<file path="src/rtl/wallace_pipe.sv">
// Pipelined WIDTHxWIDTH multiplier built from 2x2 tiles merged level by level,
// with an elastic valid/ready pipeline and runtime signed/unsigned mode.
module wallace_pipe #(
  parameter int WIDTH       = 8,
  parameter int APPROX_TYPE = 0,
  parameter int PIPE_STAGES = 1,
  parameter int SIGNED_EN   = 1
) (
  input  logic                 i_clk,
  input  logic                 i_rst,
  input  logic                 i_valid,
  output logic                 o_ready,
  input  logic [WIDTH-1:0]     i_a,
  input  logic [WIDTH-1:0]     i_b,
  input  logic                 i_signed,
  output logic                 o_valid,
  input  logic                 i_ready,
  output logic [2*WIDTH-1:0]   o_ab
);

  localparam int HALF = WIDTH / 2;
  localparam int NT   = HALF * HALF;
  localparam int NL   = $clog2(WIDTH) - 1;

  typedef logic [2*WIDTH-1:0] word_t;
  localparam word_t ONE_W = word_t'(1'b1);

  function automatic logic [3:0] mul_2x2(input logic [1:0] a, input logic [1:0] b,
                                         input logic approx);
    if (approx && (a == 2'b11) && (b == 2'b11)) return 4'b0111;
    else return {2'b00, a} * {2'b00, b};
  endfunction

  function automatic logic tile_approx(input int i, input int j);
    if (APPROX_TYPE == 2) return 1'b1;
    else if (APPROX_TYPE == 1) return (2 * (i + j)) < WIDTH;
    else return 1'b0;
  endfunction

  // Low quadrant LSBs pass straight through; everything above is one carry sum.
  function automatic word_t merge4(input word_t ll, input word_t lh, input word_t hl,
                                   input word_t hh, input int cp);
    word_t mask;
    word_t hi;
    mask = (ONE_W << cp) - ONE_W;
    hi   = (ll >> cp) + lh + hl + (hh << cp);
    return (ll & mask) | (hi << cp);
  endfunction

  logic             sgn_s, neg_s, accept_s, out_en_s, chain_s, v_s, n_s;
  logic [WIDTH-1:0] mag_a_s, mag_b_s;
  logic [NL:0]      en_s, lv_d, lv_q, ln_d, ln_q;
  word_t            tiles_s [NT];
  word_t            src_s   [NT];
  word_t            cur_s   [NT];
  word_t            lay_d   [NL+1][NT];
  word_t            lay_q   [NL+1][NT];
  logic             o_valid_d, o_valid_q;
  word_t            o_ab_d, o_ab_q;

  // Operand magnitudes and result sign.
  always_comb begin
    sgn_s   = (SIGNED_EN != 0) ? i_signed : 1'b0;
    mag_a_s = (sgn_s && i_a[WIDTH-1]) ? (~i_a + {{(WIDTH-1){1'b0}}, 1'b1}) : i_a;
    mag_b_s = (sgn_s && i_b[WIDTH-1]) ? (~i_b + {{(WIDTH-1){1'b0}}, 1'b1}) : i_b;
    neg_s   = sgn_s & (i_a[WIDTH-1] ^ i_b[WIDTH-1]);
  end

  // Capture enables ripple back from the output register.
  always_comb begin
    out_en_s = !o_valid_q | i_ready;
    chain_s  = out_en_s;
    en_s     = '0;
    for (int l = NL; l >= 0; l--) begin
      if (l < PIPE_STAGES) begin
        en_s[l] = !lv_q[l] | chain_s;
        chain_s = en_s[l];
      end else begin
        en_s[l] = 1'b0;
      end
    end
    o_ready  = !i_rst & chain_s;
    accept_s = i_valid & o_ready;
  end

  // Tile products, merge levels and optional per-layer registers.
  always_comb begin
    for (int t = 0; t < NT; t++) begin
      tiles_s[t] = '0;
      src_s[t]   = '0;
      cur_s[t]   = '0;
    end
    for (int i = 0; i < HALF; i++) begin
      for (int j = 0; j < HALF; j++) begin
        tiles_s[i*HALF+j] = word_t'(mul_2x2(mag_a_s[2*i +: 2], mag_b_s[2*j +: 2],
                                            tile_approx(i, j)));
      end
    end
    v_s = accept_s;
    n_s = neg_s;
    for (int l = 0; l <= NL; l++) begin
      if (l == 0) begin
        for (int t = 0; t < NT; t++) cur_s[t] = tiles_s[t];
      end else begin
        for (int i = 0; i < (WIDTH >> (l + 1)); i++) begin
          for (int j = 0; j < (WIDTH >> (l + 1)); j++) begin
            cur_s[i*(WIDTH >> (l + 1))+j] = merge4(
              src_s[(2*i)*(WIDTH >> l) + 2*j],
              src_s[(2*i)*(WIDTH >> l) + 2*j + 1],
              src_s[(2*i+1)*(WIDTH >> l) + 2*j],
              src_s[(2*i+1)*(WIDTH >> l) + 2*j + 1],
              1 << l);
          end
        end
      end
      for (int t = 0; t < NT; t++) lay_d[l][t] = (en_s[l] & v_s) ? cur_s[t] : lay_q[l][t];
      lv_d[l] = en_s[l] ? v_s : lv_q[l];
      ln_d[l] = (en_s[l] & v_s) ? n_s : ln_q[l];
      if (l < PIPE_STAGES) begin
        for (int t = 0; t < NT; t++) src_s[t] = lay_q[l][t];
        v_s = lv_q[l];
        n_s = ln_q[l];
      end else begin
        for (int t = 0; t < NT; t++) src_s[t] = cur_s[t];
      end
    end
    o_valid_d = out_en_s ? v_s : o_valid_q;
    o_ab_d    = (out_en_s & v_s) ? (n_s ? (~src_s[0] + ONE_W) : src_s[0]) : o_ab_q;
  end

  // Pipeline and output registers.
  always_ff @(posedge i_clk) begin
    if (i_rst) begin
      lv_q      <= '0;
      ln_q      <= '0;
      o_valid_q <= 1'b0;
      o_ab_q    <= '0;
      for (int l = 0; l <= NL; l++)
        for (int t = 0; t < NT; t++) lay_q[l][t] <= '0;
    end else begin
      lv_q      <= lv_d;
      ln_q      <= ln_d;
      o_valid_q <= o_valid_d;
      o_ab_q    <= o_ab_d;
      for (int l = 0; l <= NL; l++)
        for (int t = 0; t < NT; t++) lay_q[l][t] <= lay_d[l][t];
    end
  end

  assign o_valid = o_valid_q;
  assign o_ab    = o_ab_q;

endmodule

</file>
<file path="config.mk">
export PLATFORM = sky130hd
export DESIGN_NAME = wallace_pipe
export DESIGN_NICKNAME = d
export VERILOG_FILES = /design/src/rtl/wallace_pipe.sv
export SDC_FILE = /design/constraint.sdc
export NUM_CORES = 1
export LEC_CHECK = 0
export CORE_ASPECT_RATIO = 1.75
export CORE_MARGIN = 2
export CORE_UTILIZATION = 45
export CTS_CLUSTER_DIAMETER = 80
export DETAILED_ROUTE_END_ITERATION = 10
export GPL_TIMING_DRIVEN = 0
export PLACE_DENSITY = 0.63
export SLEW_MARGIN = 20
export SYNTH_ARGS = -nofsm -noshare
export SYNTH_HDL_FRONTEND = slang
export SYNTH_SLANG_ARGS = --single-unit
export TNS_END_PERCENT = 1
</file>
<file path="constraint.sdc">
create_clock -name i_clk -period 6.2 [get_ports i_clk]
set_clock_uncertainty 0.05 [all_clocks]
set_input_delay 1.24 -clock i_clk [delete_from_list [all_inputs] [get_ports i_clk]]
set_output_delay 1.24 -clock i_clk [all_outputs]
set_load 0.02 [all_outputs]
</file>
==> results of run 1 <==
worst paths after layout:
check / startpoint / endpoint / slack, ns / depth (start not counted)
worst max-delay path: lay_q[0][177] / o_ab[15] / 0.77 / 18
worst min-delay path: o_ab[4] / o_ab[4] / 0.41 / 2
worst max register to register: lay_q[0][177] / o_ab[15] / 0.77 / 18
worst min register to register: o_ab[4] / o_ab[4] / 0.41 / 2
kinds of logic after synthesis:
| kind of cell | after synthesis |
|---|---|
| AO/OA/AOI/OAI | 96 |
| buffers and inverters | 71 |
| flip-flops | 83 |
| AND/OR/NAND/NOR | 303 |
| adder cells (fa/ha/maj) | 99 |
| multiplexers | 3 |
| XOR/XNOR | 40 |
registers in the layout, indices dropped and copies added (netlist names):
register	flops
lay_q	64
ln_q	1
o_valid	1
o_ab	16
lv_q	1
power breakdown:
group / switching (W) / internal (W) / leakage [nW] / total (W)
sequential: 0.0000223 / 0.000565 / 0.677 / 0.000587
clock: 0.000221 / 0.000354 / 0.151 / 0.000576
combinational: 0.000271 / 0.000172 / 2.39 / 0.000443
total: 0.000514 / 0.00109 / 3.21 / 0.00161
worst max-delay path, cell delays in order (launching register included):
cell and delay (ns):
dfxtp_1 0.31, inv_1 0.07, fa_1 0.55, inv_1 0.05, ha_1 0.22, fa_1 0.40, a21o_1 0.19, a21oi_1 0.17
xnor2_1 0.25, fa_1 0.50, ha_1 0.33, inv_1 0.07, fa_1 0.44, nand2b_1 0.18, a211oi_1 0.47, o211ai_1 0.32
o41ai_4 0.41, xnor2_1 0.23, o31ai_2 0.08
cell usage after synthesis, drive strengths merged, types with 2 or more instances:
library cell,instances,area share
inv,42,0.027
buf,2,0.0013
o31a,2,0.0030
fa,31,0.11
mux2i,3,0.0052
nor2b,7,0.0076
o21a,2,0.0026
nand2b,2,0.0022
nand3,29,0.025
o31ai,10,0.015
nand3b,24,0.031
or3,2,0.0030
xnor2,17,0.026
dfxtp,83,0.29
xor2,23,0.035
nor3,14,0.012
o21ai,12,0.011
ha,68,0.15
nor2,99,0.064
a21o,9,0.012
a22oi,2,0.0026
nand2,117,0.077
a211oi,12,0.016
clkbuf,27,0.018
and3,2,0.0022
a21oi,38,0.033
cell usage in the layout (no fill, tap or decap), types with 2 or more instances in the layout:
cell type,synthesis,final
nor2_1,99,99
clkdlybuf4s50_1,0,37
a211oi_1,11,11
nor3_1,14,14
nand3b_1,24,24
nand3_1,29,29
inv_1,42,42
o31a_1,2,2
bufinv_16,0,2
buf_1,2,2
fa_1,31,31
a21o_1,9,9
o21a_1,2,2
o31ai_2,2,2
nor2b_1,7,7
ha_1,68,68
nand2b_1,2,2
clkbuf_16,0,9
o21ai_0,10,10
mux2i_1,3,3
xor2_1,23,23
xnor2_1,17,17
dfxtp_1,83,83
a21oi_1,38,38
clkbuf_1,27,30
and3_1,2,2
a22oi_1,2,2
o31ai_1,8,8
nand2_1,116,116
stage by stage:
step	instance area [um^2]	util
6_report	6660	0.533
5_1_grt	6660	0.533
4_1_cts	6660	0.533
3_5_place_dp	6350	0.508
3_3_place_gp	6350	0.508
2_1_floorplan	5770	-
cell type report:
| class | count | area, um^2 | share of cell area |
|---|---|---|---|
| clock buffer | 12 | 236 | 0.0355 |
| clock inverter | 4 | 73.8 | 0.0111 |
| inverter | 42 | 158 | 0.0237 |
| buffer | 29 | 109 | 0.0163 |
| timing repair buffer | 37 | 370 | 0.0556 |
| multi-input combinational | 541 | 3840 | 0.577 |
| tap | 168 | 210 | 0.0316 |
| sequential | 83 | 1660 | 0.250 |
routing by layer:
metal / share of wire / track usage / vias up
met1: 0.39 / 0.241 / 2273
met4: 0.049 / 0.115 / 0
met5: 0 / 0 / -
met2: 0.52 / 0.391 / 115
li1: - / - / 2421
met3: 0.034 / 0.0322 / 35
==> flow_summary.toml, run 1 <==
[worst_hold_path]
hp-class = "flop to flop"

[timing]
finalCriticalPeriod_ns = 5.43
tns_ns = 0
rsz0062_at_grt = "false"
slew_headroom = 0.288
slew_viol_final = 0
hold_slack_ns = 0.408
setup_ws_ns = 0.769
tightest_slew_ns = 1.06
clock.fmax_mhz = 184
finalHoldViolations = 0
setup_viol = 0
fin_crit_sh = 0.876

[flow_run]
drv_cap = 0

[pwr]
ir_worst_vdd_uv = 161
pwr_density_cell_nw_per_um2 = 241
total_power_w = 0.00161
leakagePower_nw = 3.21

[clock_tree]
cts_num_sinks = 83
postCtsSetupBuffers = 0
numCtsBuffers = 9
h-tree-depth = 3
cts_tree = "built"
cts_hold_buffers = 0
clk_latency_ns = 0.34
cts_root_buf = "clkbuf_16"
clkSlewWorstSetupHoldPaths_ns = 0.06
cts_buffer_depth = 2
cts.repair.resized = 0

[yosys]
synth_compound_area_frac = 0.112
synth_edf_count = 0
synthXorXnorAreaFrac = 0.0607
syn_area_um2 = 5770
synth_fp_nets = 815
ys.flop_type = "dfxtp_1"
yosysUniqueCellTypes = 48
ys_seq_elements = 83
synth_top_family_by_area = "adder cells"
postSynth.asyncResetShare = 0
synthAdderAreaFrac = 0.255
synth-simple-area-share = 0.233
ys.warnings.count = 0
seq_area_frac_synth = 0.288
synthMuxAreaShare = 0.00521
syn_avg_cell_area_um2 = 8.30
synth_cells = 695

[drt]
dr.pass1.iters = 4
ant_nets = 0
wire_per_inst_um = 15.7
drc = 0
initialDrtViolationCount = 245
wl_um = 14400
vias = 4844
drt-vias-per-instance = 5.29

[placement]
gp_congestion = 0.870
place.detailed.hpwl_um = 11400
placedCellCount = 900
port_buffers = 37
pre_cts_ws_ns = 0.823

[finish]
syn2layout_area_growth_pct = 15.4
insertedDiodeCount = 0
fin_nets = 863
drive_gt1_frac = 0.0267
fillerInstances = 1220
stdcell_count = 916

[status]
status = "finished clean"

[global_routing]
grt_pass1_vias = 4906
grt_usage = 0.220
grt_pass1_wl_um = 23200
grt_antenna_before_repair = 0
grt_max_degree = 14
grt_overflow = 0

[setup_path]
cp_data_required_time_ns = 6.36
cp_max_fo = 4
arrival_ns = 5.59
path_class = "flop to flop"
critPathLaunchType = "flop"
crit_path_end_kind = "flop"

[die]
io_pins = 39
chipHeight_um = 154
core-area_um2 = 12500
dieWidth_um = 89.6
dieArea_um2 = 13800
start_util = 0.461
rows = 54
Note: power is estimated with default switching activity, not from simulation.
==> run 2, diff against run 1 <==
==> constraint.sdc (replaced) <==
create_clock -name i_clk -period 5.2 [get_ports i_clk]
set_clock_uncertainty 0.05 [all_clocks]
set_input_delay 1.04 -clock i_clk [delete_from_list [all_inputs] [get_ports i_clk]]
set_output_delay 1.04 -clock i_clk [all_outputs]
set_load 0.02 [all_outputs]
==> flow_summary.toml, run 2 (same netlist as run 1, synthesis figures left out) <==
[global_routing]
grt_max_degree = 14
grt_pass1_wl_um = 23400
grt_pass1_vias = 4927
grt_usage = 0.220
grt_antenna_before_repair = 0
grt_overflow = 0

[drt]
drt-vias-per-instance = 5.31
ant_nets = 0
drc = 0
vias = 4888
dr.pass1.iters = 4
initialDrtViolationCount = 207
wl_um = 14700
wire_per_inst_um = 16.0

[die]
chipHeight_um = 154
io_pins = 39
dieArea_um2 = 13800
dieWidth_um = 89.6
start_util = 0.461
core-area_um2 = 12500
rows = 54

[setup_path]
worst-path-buf-inv = 3
worst_path_dominant_cell_family = "adder cells"
crit_path_end_kind = "flop"
path_class = "flop to flop"
slowest_stage = "fa_1"
critPathMaxStageDelay_ns = 0.55
arrival_ns = 5.35
crit_chain = "inv_1 > fa_1 > inv_1 > ha_2 > fa_2 > a21o_1 > a21oi_2 > xnor2_2 > fa_1 > ha_4 > inv_1 > fa_1 > xor2_1 > nand3_1 > or2_0 > or3_4 > o41ai_4 > xnor2_2 > o31ai_2"
critPathLaunchType = "flop"
cp_data_required_time_ns = 5.41
cp_max_fo = 3

[clock_tree]
clkSlewWorstSetupHoldPaths_ns = 0.06
cts_root_buf = "clkbuf_16"
h-tree-depth = 3
cts_buffer_depth = 2
numCtsBuffers = 9
clk_latency_ns = 0.35
cts_tree = "built"
cts_hold_buffers = 0
cts_num_sinks = 83

[placement]
place.detailed.hpwl_um = 11400
placed_cell_area_um2 = 6350
gp_congestion = 0.870
port_buffers = 37
pre_cts_ws_ns = -0.177

[worst_hold_path]
hp-class = "flop to flop"

[pwr]
intPower_w = 0.00134
switching_share = 0.326
ir_worst_vdd_uv = 197
leakagePower_nw = 3.26
combPwrFrac = 0.301
pwr-share-seq = 0.352
p_switching_w = 0.000647
total_power_w = 0.00199
pwr_density_cell_nw_per_um2 = 292
pwr-share-clk = 0.347

[timing]
setup_viol = 0
slew_headroom = 0.293
fin_crit_sh = 0.987
tightest_slew_ns = 1.05
clock.fmax_mhz = 195
setup_ws_ns = 0.0662
slew_viol_final = 0
finalHoldViolations = 0
finalCriticalPeriod_ns = 5.13

[status]
status = "finished clean"

[finish]
final_common_cell = "nand2_1"
insertedDiodeCount = 0
drive_gt1_frac = 0.0531
final_cell_mix = "nand2_1 (116), nor2_1 (98), dfxtp_1 (83)"
seq_area_um2 = 1660
multi_input_area_um2 = 3950
largest_reg_flops = 64
syn2layout_area_growth_pct = 17.9
fin_nets = 868
final_area_um2 = 6800
regMostFlops = "lay_q"
fillerInstances = 1200

[flow_run]
drv_cap = 0
[run 2: cell count changes in the layout (fill, tap and decap cells not counted), moves of 2 or more]
| cell | change |
|---|---|
| ha_1 | -3 |
| buf_4 | +5 |
| nor3_2 | +2 |
| a21oi_2 | +2 |
| xnor2_1 | -2 |
| a21oi_1 | -2 |
| ha_4 | +2 |
| xnor2_2 | +2 |
| nor3_1 | -2 |
[run 2: final timing paths]
path / depth (start not counted) / start / slack [ns] / endpoint
worst max-delay path: 19 / lay_q[0][177] / 0.07 / o_ab[15]
worst max register to register: 19 / lay_q[0][177] / 0.07 / o_ab[15]
worst min-delay path: 2 / o_ab[4] / 0.41 / o_ab[4]
worst min register to register: 2 / o_ab[4] / 0.41 / o_ab[4]
[run 2: routing by layer]
metal,wire (um),global-route usage,part of all wire,up-vias
met5,0,0,0,-
li1,-,-,-,2428
met1,5610,0.242,0.38,2290
met4,702,0.113,0.048,0
met3,650,0.0317,0.044,36
met2,7740,0.394,0.53,134
[run 2: metrics by stage]
step	instances	utilization	TNS, ns	hold slack (ns)
6_report	921	0.544	0	0.408
2_1_floorplan	695	-	0	0.388
5_1_grt	921	0.544	-0.270	0.434
3_5_place_dp	900	0.508	-0.395	0.403
4_1_cts	918	0.536	-0.0613	0.411
3_3_place_gp	900	0.508	-0.125	0.391
[run 2: repair_timing]
item,in CTS,in global routing
setup endpoints to repair,4,5
setup buffers,2,3
resized for setup,3,17
pin swaps,2,7
[run 2: power groups by stage]
| stage | clock [W] | combinational (W) | sequential [W] |
|---|---|---|---|
| after floorplan | 0 | 0.000366 | 0.000721 |
| after global placement | 0 | 0.000514 | 0.000713 |
| after detailed placement | 0 | 0.000524 | 0.000715 |
| after CTS | 0.000695 | 0.000541 | 0.000701 |
| after global routing | 0.000718 | 0.000665 | 0.000705 |
| final | 0.000689 | 0.000598 | 0.000701 |
[run 2: final cells by class]
type	instances	share of cell area
flip-flops and latches	83	0.244
inverters	42	0.0232
repair buffers	42	0.0600
clock buffers	12	0.0348
multi-input cells	541	0.580
plain buffers	29	0.0160
clock inverters	4	0.0109
well taps	168	0.0309
[run 2: worst reg2reg max path: stages, from the launching register on]
cell	delay [ns]
dfxtp_1	0.31
inv_1	0.07
fa_1	0.55
inv_1	0.05
ha_2	0.19
fa_2	0.35
a21o_1	0.20
a21oi_2	0.19
xnor2_2	0.13
fa_1	0.54
ha_4	0.30
inv_1	0.06
fa_1	0.46
xor2_1	0.26
nand3_1	0.16
or2_0	0.27
or3_4	0.37
o41ai_4	0.26
xnor2_2	0.13
o31ai_2	0.17
==> run 3, diff against run 2 <==
--- a/config.mk
+++ b/config.mk
@@ -11,6 +11,7 @@
 export CTS_CLUSTER_DIAMETER = 80
 export DETAILED_ROUTE_END_ITERATION = 10
 export GPL_TIMING_DRIVEN = 0
+export MAX_ROUTING_LAYER = met4
 export PLACE_DENSITY = 0.63
 export SLEW_MARGIN = 20
 export SYNTH_ARGS = -nofsm -noshare
==> flow_summary.toml, run 3 (same netlist as run 1, synthesis figures left out) <==
[status]
status = "finished clean"

[finish]
final_common_cell = "nand2_1"
largest_reg_flops = 64
final_area_um2 = 6800
insertedDiodeCount = 0
fin_nets = 868
regMostFlops = "lay_q"
stdcell_count = 921
final_cell_mix = "nand2_1 (116), nor2_1 (98), dfxtp_1 (83)"
drive_gt1_frac = 0.0531
syn2layout_area_growth_pct = 17.9

[die]
dieArea_um2 = 13800
dieWidth_um = 89.6
start_util = 0.461
rows = 54
core-area_um2 = 12500
io_pins = 39
chipHeight_um = 154

[timing]
setup_viol = 0
tns_ns = 0
finalHoldViolations = 0
slew_headroom = 0.282
fin_crit_sh = 0.988
slew_viol_final = 0
clock.fmax_mhz = 195
setup_ws_ns = 0.0633
finalCriticalPeriod_ns = 5.14
tightest_slew_ns = 1.07

[setup_path]
critPathLaunchType = "flop"
r2r-end = "o_ab[15]"
slowest_stage = "fa_1"
r2r-start = "lay_q[0][177]"
crit_path_end_kind = "flop"
path_class = "flop to flop"
reg2regPathDepth = 19
worst_path_dominant_cell_family = "adder cells"
worst-path-buf-inv = 3
cp_max_fo = 3
critPathMaxStageDelay_ns = 0.55
crit_chain = "inv_1 > fa_1 > inv_1 > ha_2 > fa_2 > a21o_1 > a21oi_2 > xnor2_2 > fa_1 > ha_4 > inv_1 > fa_1 > xor2_1 > nand3_1 > or2_0 > or3_4 > o41ai_4 > xnor2_2 > o31ai_2"
ff2ff_setup_slack_ns = 0.06
cp_data_required_time_ns = 5.41
arrival_ns = 5.35

[clock_tree]
clkSlewWorstSetupHoldPaths_ns = 0.06
numCtsBuffers = 9
cts_root_buf = "clkbuf_16"
h-tree-depth = 3
cts_tree = "built"
cts_buffer_depth = 2
clk_latency_ns = 0.35
cts_num_sinks = 83

[placement]
gp_congestion = 0.884
port_buffers = 37
placed_cell_area_um2 = 6350
place.detailed.hpwl_um = 11400
pre_cts_ws_ns = -0.177
placedCellCount = 900

[pwr]
switching_share = 0.327
combPwrFrac = 0.301
leakagePower_nw = 3.26
pwr_density_cell_nw_per_um2 = 293
pwr-share-clk = 0.347
p_switching_w = 0.000650
intPower_w = 0.00134
ir_worst_vdd_uv = 196
total_power_w = 0.00199
pwr-share-seq = 0.352

[global_routing]
grt_pass1_wl_um = 23400
grt_max_degree = 14
grt_pass1_vias = 4920
grt_antenna_before_repair = 0
grt_usage = 0.226
grt_overflow = 0

[worst_hold_path]
min_to = "o_ab[4]"
holdCritStartpoint = "o_ab[4]"
holdPathStages = 2
hp-class = "flop to flop"

[drt]
wire_per_inst_um = 16.0
wl_um = 14700
dr.pass1.iters = 5
initialDrtViolationCount = 185
drt-vias-per-instance = 5.30
drc = 0
vias = 4879
ant_nets = 0

[flow_run]
drv_cap = 0
-- run 3: cell counts in the layout (fill, tap and decap cells not counted) --
Identical to the previous run, type by type.
-- run 3: worst max path at each step --
stage                             start  endpoint  cells after the start  slack, ns
final                     lay_q[0][177]  o_ab[15]                     19       0.06
after global routing      lay_q[0][177]  o_ab[15]                     19      -0.12
after CTS                 lay_q[0][177]  o_ab[14]                     19      -0.03
after detailed placement  lay_q[0][177]  o_ab[15]                     18      -0.18
after global placement    lay_q[0][177]  o_ab[15]                     18      -0.07
after floorplan           lay_q[0][177]  o_ab[13]                     19       0.42
-- run 3: stage by stage --
stage / hold slack (ns) / util
floorplan: 0.388 / -
global placement: 0.391 / 0.508
detailed placement: 0.403 / 0.508
CTS: 0.411 / 0.536
global route: 0.434 / 0.544
finish: 0.409 / 0.544
-- run 3: metal layers --
metal,global-route usage,wire (um),vias up
li1,-,-,2430
met1,0.242,5830,2316
met2,0.394,7770,99
met3,0.0311,414,34
met4,0.113,687,0
met5,-,0,-
-- run 3: power by group through the flow --
stage	logic [W]	clock network, W	registers [W]
floorplan	0.000366	0	0.000721
finish	0.000599	0.000692	0.000700
global route	0.000665	0.000718	0.000705
CTS	0.000541	0.000695	0.000701
global placement	0.000514	0	0.000713
detailed placement	0.000524	0	0.000715
-- run 3: timing repair --
action                                  CTS  global route
pin swaps                                 2             7
hold buffers                              0             0
gates resized for setup                   3            17
hold endpoints to repair                  0             0
gates cloned                              0             0
endpoints found under the setup margin    4             5
setup buffers                             2             3
-- run 3: cell type report --
type                    count  area, um^2
multi-input cells         541        3950
clock buffers              12         236
plain buffers              29         109
flip-flops and latches     83        1660
well taps                 168         210
fillers                  1200        5700
clock inverters             4        73.8
inverters                  42         158
repair buffers             42         408
-- run 3: tightest hold or removal path: stages (launching register included) --
cell	delay, ns
dfxtp_1	0.31
nand2_1	0.05
a21oi_1	0.05
